$ cat config.mk
export PLATFORM = sky130hd
export DESIGN_NAME = timer_ctrl_flat
export DESIGN_NICKNAME = d
export VERILOG_FILES = /design/src/rtl/timer_pkg.sv /design/src/rtl/timer_ctrl_if.sv /design/src/rtl/timer_ctrl_bcd_down_digit.sv /design/src/rtl/timer_ctrl.sv /design/src/flat_wrapper.sv
export SDC_FILE = /design/constraint.sdc
export NUM_CORES = 1
export LEC_CHECK = 0
export BUFFER_PORTS_ARGS = -buffer_cell sky130_fd_sc_hd__buf_2
export CORE_MARGIN = 2
export CORE_UTILIZATION = 54
export DETAILED_ROUTE_END_ITERATION = 10
export PLACE_DENSITY = 0.88
export SYNTH_ARGS = -nofsm -noshare
export SYNTH_HDL_FRONTEND = slang
export SYNTH_HIERARCHICAL = 1
export SYNTH_SLANG_ARGS = --single-unit
export TNS_END_PERCENT = 5
$ cat constraint.sdc
create_clock -name clk -period 5.8 [get_ports clk]
set_input_delay 0.87 -clock clk [delete_from_list [all_inputs] [get_ports clk]]
set_output_delay 0.87 -clock clk [all_outputs]
set_load 0.05 [all_outputs]
$ cat src/rtl/timer_pkg.sv
// Shared encodings and limits for the countdown timer controller and its digit counters.
package timer_pkg;

  typedef enum logic [1:0] {
    ST_IDLE  = 2'd0,
    ST_RUN   = 2'd1,
    ST_PAUSE = 2'd2,
    ST_DONE  = 2'd3
  } state_e;

  localparam logic [3:0] SEC_MAX  = 4'd9;
  localparam logic [3:0] DSEC_MAX = 4'd5;

  localparam int AUTOCLR_TICKS = 3;

  function automatic logic is_digit(input logic [3:0] k);
    return (k <= 4'd9);
  endfunction

endpackage

$ cat src/rtl/timer_ctrl_if.sv
// Keypad/command/tick inputs and BCD display outputs of the countdown timer.
interface timer_ctrl_if;

  logic       tick;
  logic       key_valid;
  logic [3:0] key;
  logic       start;
  logic       stop;
  logic       clear;
  logic [3:0] min;
  logic [3:0] dsec;
  logic [3:0] sec;
  logic       running;
  logic       done;

  modport master (
    output tick, key_valid, key, start, stop, clear,
    input  min, dsec, sec, running, done
  );

  modport slave (
    input  tick, key_valid, key, start, stop, clear,
    output min, dsec, sec, running, done
  );

endinterface

$ cat src/rtl/timer_ctrl_bcd_down_digit.sv
// One BCD down-counting digit: load has priority over decrement, wraps 0 -> max_val.
// borrow is high while the digit holds 0, so chained digits step on the wrap.
module bcd_down_digit (
  input  logic       clk,
  input  logic       rst,
  input  logic       en,
  input  logic       load,
  input  logic [3:0] load_val,
  input  logic [3:0] max_val,
  output logic [3:0] value,
  output logic       borrow
);

  logic [3:0] value_q;
  logic [3:0] value_d;

  always_comb begin
    value_d = value_q;
    if (load) begin
      value_d = load_val;
    end else if (en) begin
      value_d = (value_q == 4'd0) ? max_val : (value_q - 4'd1);
    end
  end

  always_ff @(posedge clk or posedge rst) begin
    if (rst) begin
      value_q <= 4'd0;
    end else begin
      value_q <= value_d;
    end
  end

  assign value  = value_q;
  assign borrow = (value_q == 4'd0);

endmodule

$ cat src/rtl/timer_ctrl.sv
// Countdown timer: keypad entry, start/stop/clear, 1 Hz decrement, completion flag at 0:00.
// Optional TIMER_AUTOCLEAR_EN: DONE returns to IDLE after a fixed number of ticks.
module timer_ctrl
  import timer_pkg::*;
#(
  parameter int unsigned MAX_MIN = 9
) (
  input  logic         clk,
  input  logic         reset,
  timer_ctrl_if.slave  bus
);

  localparam logic [3:0] MIN_LIMIT = 4'(MAX_MIN);

  state_e state_q;
  state_e state_d;

  logic       dec_en;
  logic       load;
  logic [3:0] ld_min;
  logic [3:0] ld_dsec;
  logic [3:0] ld_sec;

  logic [3:0] min_v;
  logic [3:0] dsec_v;
  logic [3:0] sec_v;
  logic       min_b;
  logic       dsec_b;
  logic       sec_b;

  logic       nonzero;
  logic       key_ok;
  logic       last_sec;

`ifdef TIMER_AUTOCLEAR_EN
  logic [1:0] cnt_q;
  logic [1:0] cnt_d;
`endif

  // Borrow chain: each higher digit steps only when every lower digit wraps.
  bcd_down_digit u_sec (
    .clk      (clk),
    .rst      (reset),
    .en       (dec_en),
    .load     (load),
    .load_val (ld_sec),
    .max_val  (SEC_MAX),
    .value    (sec_v),
    .borrow   (sec_b)
  );

  bcd_down_digit u_dsec (
    .clk      (clk),
    .rst      (reset),
    .en       (dec_en & sec_b),
    .load     (load),
    .load_val (ld_dsec),
    .max_val  (DSEC_MAX),
    .value    (dsec_v),
    .borrow   (dsec_b)
  );

  bcd_down_digit u_min (
    .clk      (clk),
    .rst      (reset),
    .en       (dec_en & sec_b & dsec_b),
    .load     (load),
    .load_val (ld_min),
    .max_val  (MIN_LIMIT),
    .value    (min_v),
    .borrow   (min_b)
  );

  assign nonzero  = !(min_b & dsec_b & sec_b);
  assign last_sec = min_b & dsec_b & (sec_v == 4'd1);
  // The shifted-in digits must stay in range: old sec becomes dsec, old dsec becomes min.
  assign key_ok   = bus.key_valid && is_digit(bus.key) &&
                    (sec_v <= DSEC_MAX) && (dsec_v <= MIN_LIMIT);

  always_ff @(posedge clk or posedge reset) begin
    if (reset) begin
      state_q <= ST_IDLE;
    end else begin
      state_q <= state_d;
    end
  end

  always_comb begin
    state_d = state_q;
    dec_en  = 1'b0;
    load    = 1'b0;
    ld_min  = 4'd0;
    ld_dsec = 4'd0;
    ld_sec  = 4'd0;
    if (bus.clear) begin
      state_d = ST_IDLE;
      load    = 1'b1;
    end else begin
      case (state_q)
        ST_IDLE: begin
          if (bus.start && nonzero) begin
            state_d = ST_RUN;
          end else if (key_ok) begin
            load    = 1'b1;
            ld_min  = dsec_v;
            ld_dsec = sec_v;
            ld_sec  = bus.key;
          end
        end
        ST_RUN: begin
          if (bus.stop) begin
            state_d = ST_PAUSE;
          end else if (bus.tick) begin
            dec_en = 1'b1;
            if (last_sec) begin
              state_d = ST_DONE;
            end
          end
        end
        ST_PAUSE: begin
          if (bus.start) begin
            state_d = ST_RUN;
          end
        end
        ST_DONE: begin
`ifdef TIMER_AUTOCLEAR_EN
          if (bus.tick && (cnt_q == 2'(AUTOCLR_TICKS - 1))) begin
            state_d = ST_IDLE;
          end
`else
          state_d = ST_DONE;
`endif
        end
        default: state_d = ST_IDLE;
      endcase
    end
  end

`ifdef TIMER_AUTOCLEAR_EN
  // Held at zero outside DONE, so every DONE entry starts a fresh count.
  always_comb begin
    cnt_d = cnt_q;
    if (state_q != ST_DONE) begin
      cnt_d = 2'd0;
    end else if (bus.tick) begin
      cnt_d = cnt_q + 2'd1;
    end
  end

  always_ff @(posedge clk or posedge reset) begin
    if (reset) begin
      cnt_q <= 2'd0;
    end else begin
      cnt_q <= cnt_d;
    end
  end
`endif

  always_comb begin
    bus.running = (state_q == ST_RUN);
    bus.done    = (state_q == ST_DONE);
  end

  assign bus.min  = min_v;
  assign bus.dsec = dsec_v;
  assign bus.sec  = sec_v;

endmodule

$ cat src/flat_wrapper.sv
// flat-port wrapper written by rule: the top's interface ports become plain ports
module timer_ctrl_flat import timer_pkg::*;
#(
  parameter int unsigned MAX_MIN = 9
)
  (clk, reset, bus_tick, bus_key_valid, bus_key, bus_start, bus_stop, bus_clear, bus_min, bus_dsec, bus_sec, bus_running, bus_done);
  timer_ctrl_if bus_i ();
  input  logic clk;
  input  logic reset;
  input wire logic [$bits(bus_i.tick)-1:0] bus_tick;
  input wire logic [$bits(bus_i.key_valid)-1:0] bus_key_valid;
  input wire logic [$bits(bus_i.key)-1:0] bus_key;
  input wire logic [$bits(bus_i.start)-1:0] bus_start;
  input wire logic [$bits(bus_i.stop)-1:0] bus_stop;
  input wire logic [$bits(bus_i.clear)-1:0] bus_clear;
  output wire logic [$bits(bus_i.min)-1:0] bus_min;
  output wire logic [$bits(bus_i.dsec)-1:0] bus_dsec;
  output wire logic [$bits(bus_i.sec)-1:0] bus_sec;
  output wire logic [$bits(bus_i.running)-1:0] bus_running;
  output wire logic [$bits(bus_i.done)-1:0] bus_done;
  assign bus_i.tick = bus_tick;
  assign bus_i.key_valid = bus_key_valid;
  assign bus_i.key = bus_key;
  assign bus_i.start = bus_start;
  assign bus_i.stop = bus_stop;
  assign bus_i.clear = bus_clear;
  assign bus_min = bus_i.min;
  assign bus_dsec = bus_i.dsec;
  assign bus_sec = bus_i.sec;
  assign bus_running = bus_i.running;
  assign bus_done = bus_i.done;
  timer_ctrl #(.MAX_MIN(MAX_MIN)) u_core (.clk(clk), .reset(reset), .bus(bus_i));
endmodule
-- Word level (Yosys, flattened, before mapping)
Cells that the tools add are included.
- register bits: 14
- input bits: 11
- output and inout port bits: 14
- word-level logic and storage cells: 72
- $add $sub $neg: 3
- order comparisons: 3
- eq/ne operators: 8
- multiplexer cells: 36
- bitwise logic cells: 5
- reductions and logical operators: 13
- operator list (cell ; count):
    4-bit two-way mux ; 21
    4-bit zero test ; 3
    2-bit two-way mux ; 6
    4-bit by 1-bit subtractor with 4-bit output, second input constant ; 3
    4-bit <= comparator, second input constant ; 2
    1-bit two-way mux ; 8
    2-bit case mux with 4 select lines ; 1
    2-bit nonzero test ; 3
    1-bit AND ; 5
    2-bit == test, second input constant ; 2
    4-bit by 1-bit == test with 1-bit output, second input constant ; 1
    4-bit by 3-bit <= comparator with 1-bit output, second input constant ; 1
    1-bit logical AND ; 4
    4-bit by 3-bit inequality test with 1-bit output, second input constant ; 1
    4-bit inequality test, second input constant ; 1
    4-bit AND reduction ; 1
    3-bit by 2-bit inequality test with 1-bit output, second input constant ; 1
    3-bit inequality test, second input constant ; 1
    2-bit by 1-bit == test with 1-bit output, second input constant ; 1
    2-bit zero test ; 1
    1-bit zero test ; 1

-- Logic depth before layout (Yosys ltp)
Gate-level depths: netlist (run 1).
- depth after elaboration: 9
- gate-level depth with buffers: 11
- mapped depth without buffers: 9

-- Hierarchy
Netlist (run 1), hierarchy kept.
- modules (own cells, without submodules) (module ; instances ; cells each ; area an instance (um^2)):
    bcd_down_digit ; 3 ; 35 ; 305.3
    timer_ctrl ; 1 ; 54 ; 341.6

-- Worst setup path after synthesis (run 1)
Ideal clock, no wire load.
- path type: flip-flop to flip-flop
- start point: register u_core.u_sec.value_q[1] (netlist: u_core/u_sec/value[1])
- end point: register u_core.u_min.value_q[1] (netlist: u_core/u_min/value[1])
- library setup time: 0.126 ns
- arrival: 2.615 ns
- path slack: 3.059 ns
- cell stages (with the launch flop): 11
- buffers on the path: 2
- path through: dfrtp_1 > inv_1 > ha_1 > nor3b_2 > and3_1 > o21ai_0 > buf_2 > o21ai_0 > clkbuf_1 > nor2b_1 > a221o_1
- word-level cells in the longest chain between the ends: 8
- ends and longest elaborated chain (item ; RTL line ; source):
    start, declared ; timer_ctrl_bcd_down_digit.sv:14 ; logic [3:0] value_q;
    start signal, assigned ; timer_ctrl_bcd_down_digit.sv:30 ; value_q <= value_d;
    4-bit zero test * ; timer_ctrl_bcd_down_digit.sv:35 ; assign borrow = (value_q == 4'd0);
    net u_core.sec_b ; timer_ctrl.sv:29 ; logic sec_b;
    1-bit AND * ; timer_ctrl.sv:74 ; assign nonzero = !(min_b & dsec_b & sec_b);
    1-bit zero test * ; timer_ctrl.sv:74 ;
    1-bit logical AND * ; timer_ctrl.sv:101 ; if (bus.start && nonzero) begin
    1-bit two-way mux * ; timer_ctrl.sv:101 ;
    1-bit two-way mux * ; timer_ctrl.sv:99 ; case (state_q)
    1-bit two-way mux * ; timer_ctrl.sv:95 ; if (bus.clear) begin
    net u_core.load ; timer_ctrl.sv:19 ; logic load;
    4-bit two-way mux / 2-bit nonzero test (equally long branches) ; - ;
    end signal, assigned ; timer_ctrl_bcd_down_digit.sv:30 ;
    end, declared ; timer_ctrl_bcd_down_digit.sv:14 ;
The timed path passes the listed nets; every way through them passes the cells marked *.
A chain may end at the register's enable or synchronous reset.

-- Final worst setup path (run 1)
- start point: register u_core.u_dsec.value_q[0] (netlist: u_core/u_dsec/value[0])
- end point: register u_core.u_dsec.value_q[1] (netlist: u_core/u_dsec/value[1])
- word-level cells in the longest chain between the ends: 9
- ends and longest elaborated chain (item ; RTL line ; source):
    start, declared ; timer_ctrl_bcd_down_digit.sv:14 ;
    start signal, assigned ; timer_ctrl_bcd_down_digit.sv:30 ;
    4-bit zero test * ; timer_ctrl_bcd_down_digit.sv:35 ;
    net u_core.dsec_b ; timer_ctrl.sv:28 ; logic dsec_b;
    1-bit AND * (2 in series) ; timer_ctrl.sv:74 ;
    1-bit zero test * ; timer_ctrl.sv:74 ;
    1-bit logical AND * ; timer_ctrl.sv:101 ;
    1-bit two-way mux * ; timer_ctrl.sv:101 ;
    1-bit two-way mux * ; timer_ctrl.sv:99 ;
    1-bit two-way mux * ; timer_ctrl.sv:95 ;
    net u_core.load ; timer_ctrl.sv:19 ;
    4-bit two-way mux / 2-bit nonzero test (equally long branches) ; - ;
The timed path passes the listed nets; every way through them passes the cells marked *. The select of a mux whose other input is x is not followed.

==> flow_summary_export.csv, run 1 <==
group,metric,value,unit
logic_synthesis,async_flop_share,1.00,
floorplan,die_w,52.3,um
drt,routed_via_density,5.98,
logic_synthesis,ys_seq_elements,14,
sta,rsz0062_at_grt,"false",
floorplan,dieHeight,52.3,um
global_route,grt_pass1_vias,1166,
logic_synthesis,yosys.area.top_type,"dfrtp_1",
logic_synthesis,ys_seq_area_frac,0.279,
logic_synthesis,synth_ff_type,"dfrtp_1",
logic_synthesis,synth_area,1260,um^2
drt,first_iter_violations,103,
setup_path,crit_family,"compound AO/OA/AOI/OAI gates",
sta,max-slew-margin-rel,0.563,
setup_path,cpMaxStageDelayCell,"o21ai_1",
logic_synthesis,synth_area_leaders,"dfrtp_1, or4b_1, inv_1",
drt,avgRoutedWirePerCell,14.4,um
setup_path,path_class,"register to register",
drt,vias,1346,
cts,cts_tree,"done",
cells_and_area,antenna_cells,0,
setup_path,start_kind,"register",
logic_synthesis,synth_top_area_frac,0.279,
setup_path,cp_num_buf_inv,3,
logic_synthesis,yosysMostFrequentCell,"inv_1",
logic_synthesis,ys_types,31,
sta,period_share,0.538,
sta,clock_skew,10.4,ps
floorplan,core.rowCount,17,
global_route,grt_pass1_wl,5320,um
setup_path,cp.arrival,3290,ps
sta,worst_pin_slew,650,ps
cts,clk-insertion-delay-late,290,ps
cells_and_area,post-route-util,0.675,
drt,firstDrtPassIters,4,
floorplan,initial_core_util,0.568,
sta,fin_crit,3120,ps
logic_synthesis,synth_edf_count,0,
setup_path,crit_path_cell_trace,"inv_1, ha_1, nor3b_2, and3_1, o21ai_0, buf_4, o21ai_1, buf_4, nor2b_1, a221o_1",
placement,hpwl,2410,um
cells_and_area,fin_nets,212,
global_route,track_usage,0.264,
cts,cts.repair.resized,0,
placement,port_buffers,24,
logic_synthesis,syn_avg_cell_area,7.91,um^2
sta,fmax,320,MHz
sta,finalMaxSlewViolations,0,
logic_synthesis,ys_warn_count,6,
drt,wirelength,3240,um
power_and_ir_drop,p_leak,0.000693,uW
cts,cts.clk_slew.worst_paths,80,ps
flow_run,cap_violations,0,
floorplan,ios,25,
setup_path,worstPathMaxFanout,20,
cts,cts_hold_buf,0,
logic_synthesis,syn_inst,159,
setup_path,slowest_delay,540,ps
setup_path,crit_path_end_kind,"register",
sta,hold_viol_final,0,
cts,cts_buffers,3,
drt,drc,0,
placement,gp_congestion,0.886,
cts,clockBufferDepth,2,
sta,tns,0,ps
logic_synthesis,synthTopCellsByCount,"inv_1, dfrtp_1, nor3_1",
worst_hold_path,min_path_type,"input pin to asynchronous set/reset pin",
floorplan,die_area,2730,um^2
global_route,grt_antenna_before_repair,0,
cts,root_buffer,"clkbuf_4",
power_and_ir_drop,p_per_area,194,nW/um^2
cts,h-tree-depth,1,
setup_path,cp.required,5970,ps
cts,clkSinkCount,14,
power_and_ir_drop,worst_ir_drop_vdd,190,uV
floorplan,core_area,2210,um^2
cells_and_area,syn_to_final_growth,18.7,%
drt,ant_nets,0,
global_route,overflow,0,
setup_path,cp_common_cell,"buf_4",
sta,setup_viol,0,
run_status,status,"complete, no violations",
cts,post_cts_buffers,0,
sta,hold-worst-slack,461,ps
cells_and_area,drive_above_1_share,0.178,
global_route,grt_max_degree,21,
-- flip-flops by register name, summed over array words and instances, names as in the netlist --
name,cells
u_core/u_dsec/value,4
u_core/u_sec/value,4
u_core/u_min/value,4
u_core/state_q,2
-- metrics by stage --
step	total power, uW	cell area, um^2	std cells	setup WS [ps]
finish	290	1490	225	2680
global route	310	1490	225	2430
global placement	214	1460	221	2870
detailed placement	217	1460	221	2770
CTS	291	1490	225	2750
floorplan	192	1310	173	3060
-- cell usage in the layout (no fill, tap or decap), types with 4 or more instances in the layout --
cell / count
buf_2: 24
nand2_1: 5
or4b_1: 9
inv_1: 21
nor3b_2: 4
a21oi_1: 8
nor2_1: 6
o21ai_0: 6
mux2i_1: 4
nor2b_1: 10
dfrtp_1: 14
nor3_1: 13
o21ai_1: 4
nand3_1: 10
conb_1: 16
-- where the power goes --
part           total (uW)  leakage, uW  internal [uW]  switching [uW]
registers             119     0.000187            104            14.5
clock network        72.8    0.0000210           38.3            34.5
logic                98.8     0.000485           33.0            65.8
-- final cells by class --
class / count / area, um^2
multi-input combinational: 132 / 857
fill: 178 / 719
tap: 28 / 35.0
clock buffer: 4 / 36.3
sequential: 14 / 350
inverter: 21 / 78.8
timing repair buffer: 26 / 135
-- per-layer routing --
layer,up-vias,track usage,wire length [um]
li1,654,-,-
met1,623,0.342,1380
met2,59,0.441,1600
met3,10,0.0257,188
met4,0,0.128,65
met5,-,0,0
-- worst paths after layout --
path / slack (ps) / from / endpoint / depth (start not counted)
max in group asynchronous: 5140 / reset / u_core/u_min/value[3] / 2
min reg2reg: 650 / u_core/state_q[1] / u_core/state_q[1] / 2
max reg2reg: 2680 / u_core/u_dsec/value[0] / u_core/u_dsec/value[1] / 10
min in group clk: 650 / u_core/state_q[1] / u_core/state_q[1] / 2
max: 2680 / u_core/u_dsec/value[0] / u_core/u_dsec/value[1] / 10
min: 460 / reset / u_core/state_q[1] / 2
-- cell families after synthesis --
family,synth area share
AO/OA/AOI/OAI,0.221
adder cells (fa/ha/maj),0.0299
buffers and inverters,0.0816
flip-flops,0.279
multiplexers,0.0318
other,0.00597
AND/OR/NAND/NOR,0.351
Note: power is estimated with default switching activity, not from simulation.
==> run 2, diff against run 1 <==
ABC_AREA = 1   (was not set)
CORE_UTILIZATION = 49   (was 54)
PLACE_DENSITY = 0.85   (was 0.88)
clock period = 2.7 ns   (was 5.8 ns; I/O delays follow)
==> run 2 against run 1 <==
Count of clock-buffer cells in the layout did not move. Sequential share of layout area fell by 0.46 points. Clock skew fell by 10 ps. Hold slack got worse by 450 ps. Largest power group is now combinational cells.
==> flow_summary_export.csv, run 2 <==
group,metric,value,unit
cts,cts.repair.resized,0,
logic_synthesis,synth_top_family_by_area,"simple AND/OR/NAND/NOR gates",
cts,cts_buffers,3,
logic_synthesis,synth_area,1290,um^2
logic_synthesis,yosys.area.top_type,"dfrtp_1",
floorplan,dieHeight,55.3,um
logic_synthesis,synth.mux.area_fraction,0,
cts,clockBufferDepth,2,
drt,ant_nets,0,
cells_and_area,fin_area,1520,um^2
sta,worst_pin_slew,602,ps
logic_synthesis,synthAdderAreaFrac,0.0291,
drt,avgRoutedWirePerCell,10.6,um
logic_synthesis,synth_compound_area_frac,0.0814,
cells_and_area,syn_to_final_growth,17.9,%
drt,vias,1340,
global_route,met3_usage,0.0211,
global_route,grtUsageMet2,0.338,
sta,rsz0062_at_grt,"false",
power_and_ir_drop,p_per_area,462,nW/um^2
global_route,global_route.usage.met1,0.255,
floorplan,initial_core_util,0.521,
sta,setup_viol,0,
sta,max-slew-margin-rel,0.598,
global_route,grt_pass1_wl,5050,um
floorplan,core.rowCount,18,
logic_synthesis,synth_area_leaders,"dfrtp_1, nand2_1, inv_1",
placement,hpwl,2330,um
sta,finalMaxSlewViolations,0,
setup_path,worstPathMaxFanout,18,
cells_and_area,fill_cells,241,
logic_synthesis,syn_inst,204,
drt,routed_via_density,4.91,
setup_path,r2r_cells,13,
sta,fmax,418,MHz
global_route,grt_max_degree,19,
power_and_ir_drop,worst_ir_drop_vdd,392,uV
setup_path,timing.rr.end,"u_core/u_min/value[3]",
logic_synthesis,syn_avg_cell_area,6.33,um^2
logic_synthesis,synth_top_area_frac,0.271,
setup_path,cpMaxStageDelayCell,"nand2_1",
global_route,overflow,0,
logic_synthesis,synth_ff_type,"dfrtp_1",
placement,gp_congestion,0.819,
logic_synthesis,ys_seq_elements,14,
worst_hold_path,min_path_type,"input pin to asynchronous set/reset pin",
setup_path,path_class,"register to register",
cts,clk-insertion-delay-late,280,ps
cts,h-tree-depth,1,
logic_synthesis,synth_edf_count,0,
cts,cts_tree,"done",
logic_synthesis,ys_seq_area_frac,0.271,
cells_and_area,antenna_cells,0,
setup_path,reg2reg_slack,310,ps
floorplan,die_area,3060,um^2
setup_path,crit_family,"simple AND/OR/NAND/NOR gates",
cts,cts_hold_buf,0,
placement,numPlacedInstances,269,
run_status,status,"complete, no violations",
cells_and_area,mostFrequentLayoutCell,"nand2_1",
drt,firstDrtPassIters,4,
global_route,track_usage,0.200,
placement,port_buffers,24,
sta,clock_skew,0.358,ps
setup_path,worstReg2RegStart,"u_core/u_dsec/value[0]",
global_route,grt_pass1_vias,1237,
setup_path,cp.arrival,2560,ps
setup_path,cp_common_cell,"nand2_1",
cells_and_area,fin_nets,258,
logic_synthesis,ys_warn_count,6,
sta,tns,0,ps
logic_synthesis,synthTopCellsByCount,"nand2_1, inv_1, nand3_1, nor2_2, dfrtp_1",
cts,cts.clk_slew.worst_paths,90,ps
drt,drc,0,
cells_and_area,drive_above_1_share,0.263,
floorplan,core_area,2480,um^2
cts,root_buffer,"clkbuf_4",
setup_path,crit_path_cell_trace,"inv_1, ha_1, inv_2, nor3_4, nand3_1, nand2_1, nand2_1, inv_1, nand2_1, nand2_1, nor2_1, a22oi_1, nand2_1",
logic_synthesis,ys_types,21,
cts,post_cts_buffers,0,
global_route,grt_antenna_before_repair,0,
power_and_ir_drop,p_leak,0.000878,uW
cells_and_area,fin_cells,273,
cts,clkSinkCount,14,
logic_synthesis,async_flop_share,1.00,
cells_and_area,mostFrequentLayoutCells,"nand2_1, inv_1, buf_2",
logic_synthesis,yosys.area_share.simple,0.461,
setup_path,crit_path_end_kind,"register",
sta,hold_viol_final,0,
setup_path,slowest_delay,450,ps
global_route,busiest_layer,"met2",
setup_path,cp.required,2870,ps
logic_synthesis,synth-xor-area-share,0,
sta,fin_crit,2390,ps
floorplan,die_w,55.3,um
setup_path,start_kind,"register",
floorplan,ios,25,
placement,place_area,1490,um^2
flow_run,cap_violations,0,
setup_path,cp_num_buf_inv,3,
logic_synthesis,yosysMostFrequentCell,"nand2_1",
drt,wirelength,2910,um
drt,first_iter_violations,45,
sta,period_share,0.886,
==> run 2: changes by cell type in the layout (fill, tap and decap cells not counted), sizes merged, moves of 9 or more <==
cell	delta
or4b	-9
nand2	+51
nor2	+25
nor2b	-10
inv	+28
nor3	-9
o21ai	-9
nand3	+12
==> run 2: through the flow <==
stage / total power [uW] / setup WS, ps / util / hold WS [ps]
2_1_floorplan: 489 / 389 / - / 146
3_3_place_gp: 547 / 415 / 0.600 / 308
3_5_place_dp: 551 / 390 / 0.600 / 313
4_1_cts: 705 / 349 / 0.615 / 5.71
5_1_grt: 756 / 45.1 / 0.615 / 13.1
6_report: 703 / 308 / 0.615 / 11.9
==> run 2: area by class of cell <==
| class | instances | area [um^2] | share of cell area |
|---|---|---|---|
| Clock buffer | 4 | 36.3 | 0.0238 |
| Inverter | 49 | 184 | 0.121 |
| Multi-Input combinational cell | 151 | 787 | 0.517 |
| Sequential cell | 14 | 350 | 0.230 |
| Tap cell | 30 | 37.5 | 0.0247 |
| Timing Repair Buffer | 25 | 128 | 0.0838 |
==> run 2: cell families after synthesis <==
logic type | after synthesis
and+or+nand+nor | 120
DFF | 14
buffers and inverters | 50
adders and majority gates | 3
other | 2
AOI/OAI and AO/OA | 15
==> run 2: how the worst max path moves through the flow <==
stage                           start               endpoint  slack [ps]  cells after the start
6_report       u_core/u_dsec/value[0]  u_core/u_min/value[3]         310                     13
5_1_grt        u_core/u_dsec/value[0]  u_core/u_sec/value[0]          50                     13
4_1_cts        u_core/u_dsec/value[0]  u_core/u_min/value[1]         350                     13
3_5_place_dp   u_core/u_dsec/value[0]  u_core/u_min/value[1]         390                     13
3_3_place_gp   u_core/u_dsec/value[0]  u_core/u_min/value[0]         410                     13
2_1_floorplan  u_core/u_dsec/value[0]  u_core/u_sec/value[3]         390                     13
==> run 2: power breakdown <==
part / switching (uW) / internal [uW]
registers: 35.3 / 227
clock network: 69.9 / 82.0
logic: 200 / 88.9
==> run 2: worst reg2reg max path: stages, from the launching register on <==
cell	delay, ps
dfrtp_1	430
inv_1	110
ha_1	200
inv_2	70
nor3_4	190
nand3_1	100
nand2_1	90
nand2_1	50
inv_1	80
nand2_1	50
nand2_1	450
nor2_1	180
a22oi_1	200
nand2_1	80
==> run 2: per-layer routing <==
| layer | share of wire | vias to the layer above |
|---|---|---|
| met5 | 0 | - |
| met4 | 0.0093 | 0 |
| met3 | 0.049 | 2 |
| met2 | 0.50 | 42 |
| met1 | 0.44 | 600 |
| li1 | - | 696 |
==> run 3, diff against run 2 <==
ABC_AREA = not set   (was 1)
==> run 3 against run 2 <==
Fmax shrank 3.8%. Worst setup slack got worse by 93 ps. Non-clock buffer count increased by 5. Sequential cell count unchanged. Clock skew grew 20 ps. First-iteration DRC count is 110% higher. Via count increased by 1.8%. Largest cell class unchanged. Count of clock-buffer cells in the layout unchanged. Sequential share of layout area increased by 0.24 points.
==> flow_summary_export.csv, run 3 (synthesis gave the netlist of run 1 again) <==
group,metric,value,unit
setup_path,path_class,"register to register",
placement,port_buffers,24,
floorplan,die_w,54.7,um
cts,cts_tree,"done",
floorplan,dieHeight,54.7,um
global_route,track_usage,0.254,
drt,routed_via_density,5.90,
floorplan,initial_core_util,0.512,
drt,drc,0,
power_and_ir_drop,worst_ir_drop_vdd,244,uV
floorplan,die_area,2990,um^2
global_route,grt_pass1_wl,5440,um
drt,first_iter_violations,94,
cells_and_area,mostFrequentLayoutCells,"buf_2, inv_1, conb_1",
power_and_ir_drop,p_leak,0.000704,uW
cts,root_buffer,"clkbuf_4",
sta,fin_crit,2490,ps
power_and_ir_drop,p_per_area,415,nW/um^2
sta,period_share,0.921,
drt,avgRoutedWirePerCell,14.5,um
cts,clkSinkCount,14,
global_route,grt_max_degree,21,
global_route,grt_antenna_before_repair,0,
worst_hold_path,min_path_type,"input pin to register",
cells_and_area,syn_to_final_growth,22.0,%
setup_path,reg2reg_slack,210,ps
cts,clockBufferDepth,2,
global_route,grt_pass1_vias,1180,
cells_and_area,mostFrequentLayoutCell,"buf_2",
worst_hold_path,worstHoldStart,"bus_clear",
drt,firstDrtPassIters,5,
run_status,status,"complete, no violations",
placement,hpwl,2550,um
sta,hold_viol_final,0,
global_route,overflow,0,
global_route,met3_usage,0.0355,
sta,hold-worst-slack,397,ps
drt,vias,1364,
drt,ant_nets,0,
placement,gp_congestion,0.872,
cts,h-tree-depth,1,
cts,cts.clk_slew.worst_paths,100,ps
worst_hold_path,min_delay_path_depth,2,
cells_and_area,fin_nets,216,
cts,post_cts_buffers,0,
cells_and_area,antenna_cells,0,
floorplan,core_area,2450,um^2
drt,wirelength,3360,um
setup_path,worstPathMaxFanout,20,
setup_path,timing.rr.end,"u_core/u_dsec/value[1]",
cts,cts_buffers,3,
setup_path,start_kind,"register",
sta,tns,0,ps
sta,fmax,402,MHz
worst_hold_path,hold_end,"u_core/state_q[1]",
flow_run,cap_violations,0,
global_route,global_route.usage.met1,0.341,
setup_path,r2r_cells,9,
floorplan,core.rowCount,18,
cts,clk-insertion-delay-late,300,ps
setup_path,cp.required,2870,ps
global_route,busiest_layer,"met2",
sta,rsz0062_at_grt,"false",
setup_path,cp.arrival,2650,ps
sta,clock_skew,20.2,ps
global_route,grtUsageMet2,0.407,
sta,finalMaxSlewViolations,0,
setup_path,worstReg2RegStart,"u_core/u_sec/value[1]",
cts,cts.repair.resized,0,
sta,setup_viol,0,
floorplan,ios,25,
cells_and_area,drive_above_1_share,0.214,
setup_path,crit_path_end_kind,"register",
-- run 3: cell count changes in the layout (fill, tap and decap cells not counted), sizes merged, moves of 6 or more --
cell	delta
a21oi	+6
a22oi	-6
inv	-28
nand2	-51
nand3	-12
nor2	-25
nor2b	+10
nor3	+9
o21ai	+9
or4b	+9
-- run 3: critical path, cell delays in order (launching register included) --
cell and delay [ps]:
dfrtp_2 480, inv_1 100, ha_1 260, nor3b_2 290
and3_1 210, o21ai_0 110, o21ai_1 240, buf_4 270
nor2b_1 90, a221o_1 300
-- run 3: metrics by stage --
step	util	std cells	instance area [um^2]	worst slack, ps	total power, uW
after floorplan	-	173	1320	15.8	412
after global placement	0.606	226	1490	295	468
after detailed placement	0.606	226	1490	271	475
after CTS	0.625	231	1530	254	633
after global routing	0.625	231	1530	35.1	666
final	0.625	231	1530	214	637
-- run 3: layout make-up --
cell class	count	area, um^2
Fill cell	196	921
Tap cell	30	37.5
Multi-Input combinational cell	132	857
Inverter	21	78.8
Clock buffer	4	36.3
Timing Repair Buffer	30	168
Sequential cell	14	357
-- run 3: power breakdown --
group / total, uW / switching (uW) / leakage, uW / internal, uW
sequential: 256 / 31.4 / 0.000179 / 224
clock: 159 / 77.2 / 0.0000210 / 82.3
combinational: 222 / 144 / 0.000504 / 77.4
-- run 3: worst max path at each step --
stage | start | endpoint | depth (start not counted)
CTS | u_core/u_sec/value[1] | u_core/u_dsec/value[1] | 9
detailed placement | u_core/u_dsec/value[0] | u_core/u_dsec/value[1] | 9
global route | u_core/u_min/value[1] | u_core/u_dsec/value[0] | 10
finish | u_core/u_sec/value[1] | u_core/u_dsec/value[1] | 9
floorplan | u_core/u_min/value[1] | u_core/u_dsec/value[1] | 10
global placement | bus_stop | u_core/u_dsec/value[3] | 8
-- run 3: repair_timing --
action / CTS / global route
endpoints found under the setup margin: 0 / 0
hold endpoints to repair: 2 / 0
hold buffers: 1 / 0
-- run 3: layer usage --
layer  up-vias  part of all wire
li1        659                 -
met1       626              0.43
met2        71              0.48
met3         8             0.066
met4         0             0.020
met5         -                 0
